$ cat config.mk
export PLATFORM = sky130hd
export DESIGN_NAME = latent_decoder_neuron
export DESIGN_NICKNAME = d
export VERILOG_FILES = /design/src/rtl/latent_decoder_neuron_pkg.sv /design/src/rtl/latent_decoder_neuron_mac.sv /design/src/rtl/latent_decoder_neuron.sv
export SDC_FILE = /design/constraint.sdc
export NUM_CORES = 2
export LEC_CHECK = 0
export CORE_MARGIN = 1
export CORE_UTILIZATION = 35
export DETAILED_ROUTE_END_ITERATION = 8
export SLEW_MARGIN = 10
export SYNTH_ARGS = -nofsm -noshare
export SYNTH_HDL_FRONTEND = slang
export SYNTH_SLANG_ARGS = --single-unit
export TNS_END_PERCENT = 1
$ cat constraint.sdc
create_clock -name clk -period 12.1 [get_ports clk]
set_input_delay 3.025 -clock clk [delete_from_list [all_inputs] [get_ports clk]]
set_output_delay 3.025 -clock clk [all_outputs]
set_load 0.02 [all_outputs]
$ cat src/rtl/latent_decoder_neuron_pkg.sv
// rtl/latent_decoder_neuron_pkg.sv - shared types, constants and saturation helper for the decoder neuron
//
// Purpose: state encoding, default word format and a generic signed saturate
// function shared by the neuron top level and its MAC sub-module.
package latent_decoder_neuron_pkg;

    typedef enum logic [1:0] {
        ST_IDLE   = 2'd0,
        ST_ACCUM  = 2'd1,
        ST_FINISH = 2'd2,
        ST_HOLD   = 2'd3
    } neuron_state_t;

    localparam int BITSIZE_DEF = 24;
    localparam int FRAC_DEF    = 16;

    // Output clamp limits for the default word width.
    localparam logic signed [BITSIZE_DEF-1:0] SAT_MAX = 24'sh7FFFFF;
    localparam logic signed [BITSIZE_DEF-1:0] SAT_MIN = 24'sh800000;

    // Clamp a signed value to the range of a two's complement word of 'bits' bits.
    function automatic logic signed [63:0] sat_signed(input logic signed [63:0] v,
                                                      input int bits);
        logic signed [63:0] hi;
        logic signed [63:0] lo;
        hi = (64'sd1 <<< (bits - 1)) - 64'sd1;
        lo = -hi - 64'sd1;
        if (v > hi)
            return hi;
        else if (v < lo)
            return lo;
        else
            return v;
    endfunction

endpackage

$ cat src/rtl/latent_decoder_neuron_mac.sv
// rtl/latent_decoder_neuron_mac.sv - signed fixed-point multiply, shift and accumulate
//
// Ports:
//   clk, reset  : clock, synchronous active-low reset
//   clear       : zero the accumulator (frame handed off)
//   en          : accumulate one product this edge
//   start       : first sample of a frame, accumulate onto zero
//   sample      : latent sample z[i]
//   weight      : weight w[i]
//   acc         : running accumulator
module latent_mac_unit
    import latent_decoder_neuron_pkg::*;
#(
    parameter int BITSIZE = BITSIZE_DEF,
    parameter int FRAC    = FRAC_DEF,
    parameter int ACC_W   = 40
) (
    input  logic                      clk,
    input  logic                      reset,
    input  logic                      clear,
    input  logic                      en,
    input  logic                      start,
    input  logic signed [BITSIZE-1:0] sample,
    input  logic signed [BITSIZE-1:0] weight,
    output logic signed [ACC_W-1:0]   acc
);

    // Wide enough for both the full product and the accumulator, so the
    // shifted product is sign-extended (or safely narrowed) into ACC_W.
    localparam int WIDE = (ACC_W > 2 * BITSIZE) ? ACC_W : 2 * BITSIZE;

    logic signed [2*BITSIZE-1:0] product;
    logic signed [WIDE-1:0]      term;
    logic signed [ACC_W-1:0]     base;

    always_comb begin
        product = sample * weight;
        // Arithmetic shift floors toward -inf, matching Q-format truncation.
        term    = WIDE'(product >>> FRAC);
        base    = start ? '0 : acc;
    end

    always_ff @(posedge clk) begin
        if (!reset)
            acc <= '0;
        else if (clear)
            acc <= '0;
        else if (en)
            acc <= base + term[ACC_W-1:0];
    end

endmodule

$ cat src/rtl/latent_decoder_neuron.sv
// rtl/latent_decoder_neuron.sv - one decoder neuron: act(bias + sum w[i]*z[i]) over a latent frame
//
// Ports:
//   clk, reset           : clock, synchronous active-low reset
//   in_valid/in_ready    : latent sample handshake, in_data = z[i]
//   out_valid/out_ready  : result handshake, out_data = neuron output
//   w_we/w_addr/w_data   : weight register write
//   b_we/b_data          : bias register write
//   busy                 : frame in progress or result pending
module latent_decoder_neuron
    import latent_decoder_neuron_pkg::*;
#(
    parameter int BITSIZE  = BITSIZE_DEF,
    parameter int FRAC     = FRAC_DEF,
    parameter int N_LATENT = 8,
    parameter int ACC_W    = 40,
    parameter int RELU_EN  = 1,
    localparam int AW      = (N_LATENT > 1) ? $clog2(N_LATENT) : 1
) (
    input  logic               clk,
    input  logic               reset,
    input  logic               in_valid,
    output logic               in_ready,
    input  logic [BITSIZE-1:0] in_data,
    output logic               out_valid,
    input  logic               out_ready,
    output logic [BITSIZE-1:0] out_data,
    input  logic               w_we,
    input  logic [AW-1:0]      w_addr,
    input  logic [BITSIZE-1:0] w_data,
    input  logic               b_we,
    input  logic [BITSIZE-1:0] b_data,
    output logic               busy
);

    neuron_state_t             state;
    logic [AW-1:0]             count;
    logic signed [BITSIZE-1:0] weights [N_LATENT];
    logic signed [BITSIZE-1:0] bias;
    logic signed [ACC_W-1:0]   acc;

    logic                      accept;
    logic                      last;
    logic signed [ACC_W-1:0]   sum;
    logic signed [63:0]        act;
    logic signed [63:0]        clamped;

    assign in_ready = (state == ST_IDLE) || (state == ST_ACCUM);
    assign busy     = (state != ST_IDLE);
    assign accept   = in_valid && in_ready;
    assign last     = (int'(count) == N_LATENT - 1);

    // Weight is read from the register array before any same-edge write lands.
    latent_mac_unit #(
        .BITSIZE (BITSIZE),
        .FRAC    (FRAC),
        .ACC_W   (ACC_W)
    ) u_mac (
        .clk    (clk),
        .reset  (reset),
        .clear  ((state == ST_HOLD) && out_ready),
        .en     (accept),
        .start  (state == ST_IDLE),
        .sample (in_data),
        .weight (weights[count]),
        .acc    (acc)
    );

    // Output stage: add bias (already in Q format), optional ReLU, clamp to word.
    always_comb begin
        sum = acc + ACC_W'(bias);
        act = 64'(sum);
        if (RELU_EN != 0 && sum < 0)
            act = '0;
        clamped = sat_signed(act, BITSIZE);
    end

    always_ff @(posedge clk) begin
        if (!reset) begin
            state     <= ST_IDLE;
            count     <= '0;
            out_data  <= '0;
            out_valid <= 1'b0;
            bias      <= '0;
            for (int i = 0; i < N_LATENT; i++)
                weights[i] <= '0;
        end else begin
            if (w_we && int'(w_addr) < N_LATENT)
                weights[w_addr] <= w_data;
            if (b_we)
                bias <= b_data;

            case (state)
                ST_IDLE, ST_ACCUM: begin
                    if (accept) begin
                        count <= last ? '0 : count + 1'b1;
                        state <= last ? ST_FINISH : ST_ACCUM;
                    end
                end
                ST_FINISH: begin
                    out_data  <= clamped[BITSIZE-1:0];
                    out_valid <= 1'b1;
                    state     <= ST_HOLD;
                end
                ST_HOLD: begin
                    if (out_ready) begin
                        out_valid <= 1'b0;
                        state     <= ST_IDLE;
                    end
                end
                default: state <= ST_IDLE;
            endcase
        end
    end

endmodule

==> results.toml <==
[run_status]
status = "complete, no violations"

[sta]
max_freq_mhz = 84.6
slew_headroom = 0.375
worst_pin_slew_ns = 0.935
hold_viol = 0
period_share = 0.977
slew_violations = 0
fin_skew_ns = 0.0111
min_period_ns = 11.82
setup_viol = 0

[setup_path]
critical_path.top_delay_family = "adder cells"
crit_arrival_ns = 12.30
path_class = "input pin to flip-flop"
cp_max_fo = 6
startpoint_type = "input pin"
end_kind = "flip-flop"
max_stage_delay_ns = 0.59
required_ns = 12.58
crit_buf_inv = 9
crit_path_top_delay_cell = "fa_1"

[drt]
drtIter0Drc = 1322
drtAntennaViolNets = 0
avgRoutedWirePerCell_um = 16.7
drt-pass1-iter-count = 5
finalWirelength_um = 89100
route.vias.total = 25500
vias_per_cell = 4.79
drc = 0

[synth]
synth_flop_cell = "edfxtp_1"
synth.cell_area_sq_um = 36500
ys_types = 71
yosys.area.top_type = "fa_1"
synthTopCellsByArea = "fa_1 (33%), edfxtp_1 (16%), ha_1 (7.3%)"
synth_edf_count = 192
ys_seq_area_frac = 0.211
avgSynthCellArea_sq_um = 10.1
ys_seq_elements = 289
synth_top_area_frac = 0.333
synthArstFlopShare = 0
syn_nets = 4528
synthCells = 3627
synth_warnings = 0

[placement]
numPortBuffers = 107
hpwl_um = 70900
gp_congestion = 0.847
placedCellCount = 5257

[die]
initial_utilization = 0.353
fp.dieW_um = 325
die_area_sq_um = 106000
rows = 118
pin_count = 108
core_region_area_sq_um = 103000
die_h_um = 325

[clock_tree]
cts.clk_slew.worst_paths_ns = 0.07
cts_buffers = 30
clk_latency_ns = 0.60
cts_tree = "done"
holdBufCountCts = 0
htreeDepth = 1
cts.sinks = 289
cts-root-buf = "clkbuf_16"
clockBufferDepth = 3

[global_route]
grt_pass1_wl_um = 145000
grt-ovfl-total = 0
grt_pass1_vias = 26900
grt_max_degree = 44
antenna_found_initial = 6
groute.usage.overall = 0.170

[finish]
n_fill_cell = 9960
drive_gt1_frac = 0.142
nNetsFinal = 4825
syn2layout_area_growth_pct = 17.0
stdcell_count = 5329

[min_path]
hold_class = "flip-flop to flip-flop"

[job]
maxCapViolCount = 0
## per-stage QoR
step	setup WS [ns]	TNS (ns)	util	area (sq um)	hold WS, ns
final	0.282	0	0.413	42700	0.426
after global routing	-0.109	-0.194	0.413	42700	0.469
after CTS	0.00163	0	0.408	42200	0.430
after floorplan	0.331	0	-	36500	0.444
after global placement	-0.732	-6.07	0.398	41200	0.419
after detailed placement	-0.949	-8.58	0.398	41200	0.420
## worst min-delay path, stage by stage (launching register included)
cell,delay [ns]
dfxtp_1,0.30
nand2_1,0.05
nor2_1,0.03
## what timing repair did
action,4_1_cts,5_1_grt
endpoints found under the setup margin,5,11
setup buffers,2,12
cloned,0,1
pin swaps,9,88
gates resized for setup,20,115
## worst paths after layout
check,startpoint,to,slack (ns),cells after the start
setup reg to reg,flip-flop,u_mac.acc[39],1.11,43
setup / recovery,in_data[15],u_mac.acc[39],0.28,41
hold / removal,out_data[23],out_data[23],0.43,2
hold reg to reg,out_data[23],out_data[23],0.43,2
## cell usage after synthesis (all sizes together) (2+ instances only)
cell type / instances
a2111oi: 2
a211oi: 32
a21boi: 9
a21o: 60
a21oi: 132
a221o: 5
a221oi: 3
a22oi: 3
a2bb2oi: 2
a31o: 3
a31oi: 8
and2: 378
and3: 11
and4: 3
buf: 14
clkbuf: 157
dfxtp: 97
edfxtp: 192
fa: 608
ha: 212
inv: 607
mux2: 17
mux2i: 36
mux4: 48
nand2: 376
nand2b: 40
nand3: 20
nand3b: 4
nand4: 18
nor2: 105
nor2b: 152
nor3: 20
nor4: 4
o211ai: 14
o21a: 11
o21ai: 62
o21bai: 15
o22ai: 3
o31a: 3
o31ai: 10
or2: 10
or3: 6
xnor2: 79
xor2: 25
## per-layer routing
metal	GRT usage	wire length (um)	share of wire
met5	0	31	0.00035
met4	0.0373	1740	0.020
met3	0.0101	2490	0.028
met2	0.303	45900	0.52
met1	0.227	39000	0.44
## sequential cells by signal (all words and copies together), names as in the netlist, named ones only
name,cells
bias,24
weights,192
out_valid,1
out_data,24
count,3
u_mac.acc,40
state,2
## cells by family (layout without fill, tap and decap cells)
logic type                 count (synthesis)  after routing  share of synthesized area
AOI/OAI and AO/OA                        384            384                     0.0687
xor gates and xnor gates                 105            105                     0.0255
adders and majority gates                820            820                      0.406
buffers and inverters                    778           1099                     0.0805
DFF                                      289            289                      0.211
muxes                                    101            101                     0.0447
other                                      0              1                          0
and+or+nand+nor                         1150           1150                      0.164
## layout make-up
cell class,instances,area (sq um),area share
timing repair buffer,436,3730,0.0872
antenna,1,2.50,0.0000585
clock inverter,15,133,0.00310
sequential,289,7710,0.180
inverter,607,2280,0.0533
multi-input combinational,2560,26300,0.616
clock buffer,41,842,0.0197
tap,1380,1730,0.0404
## cell usage in the layout (no fill, tap or decap), types with 78 or more instances in the layout
cell,Yosys,final
and2_1,378,377
nand2_1,376,376
edfxtp_1,192,192
nor2_1,105,103
inv_1,607,606
clkdlybuf4s50_1,0,88
nor2b_1,152,140
ha_1,212,205
a21oi_1,126,115
xnor2_1,79,78
dfxtp_1,97,95
buf_4,3,304
fa_1,608,593
Power is left out: the tool's default activity adds up to more than one toggle a clock period on the data nets, which glitch-free logic cannot reach.
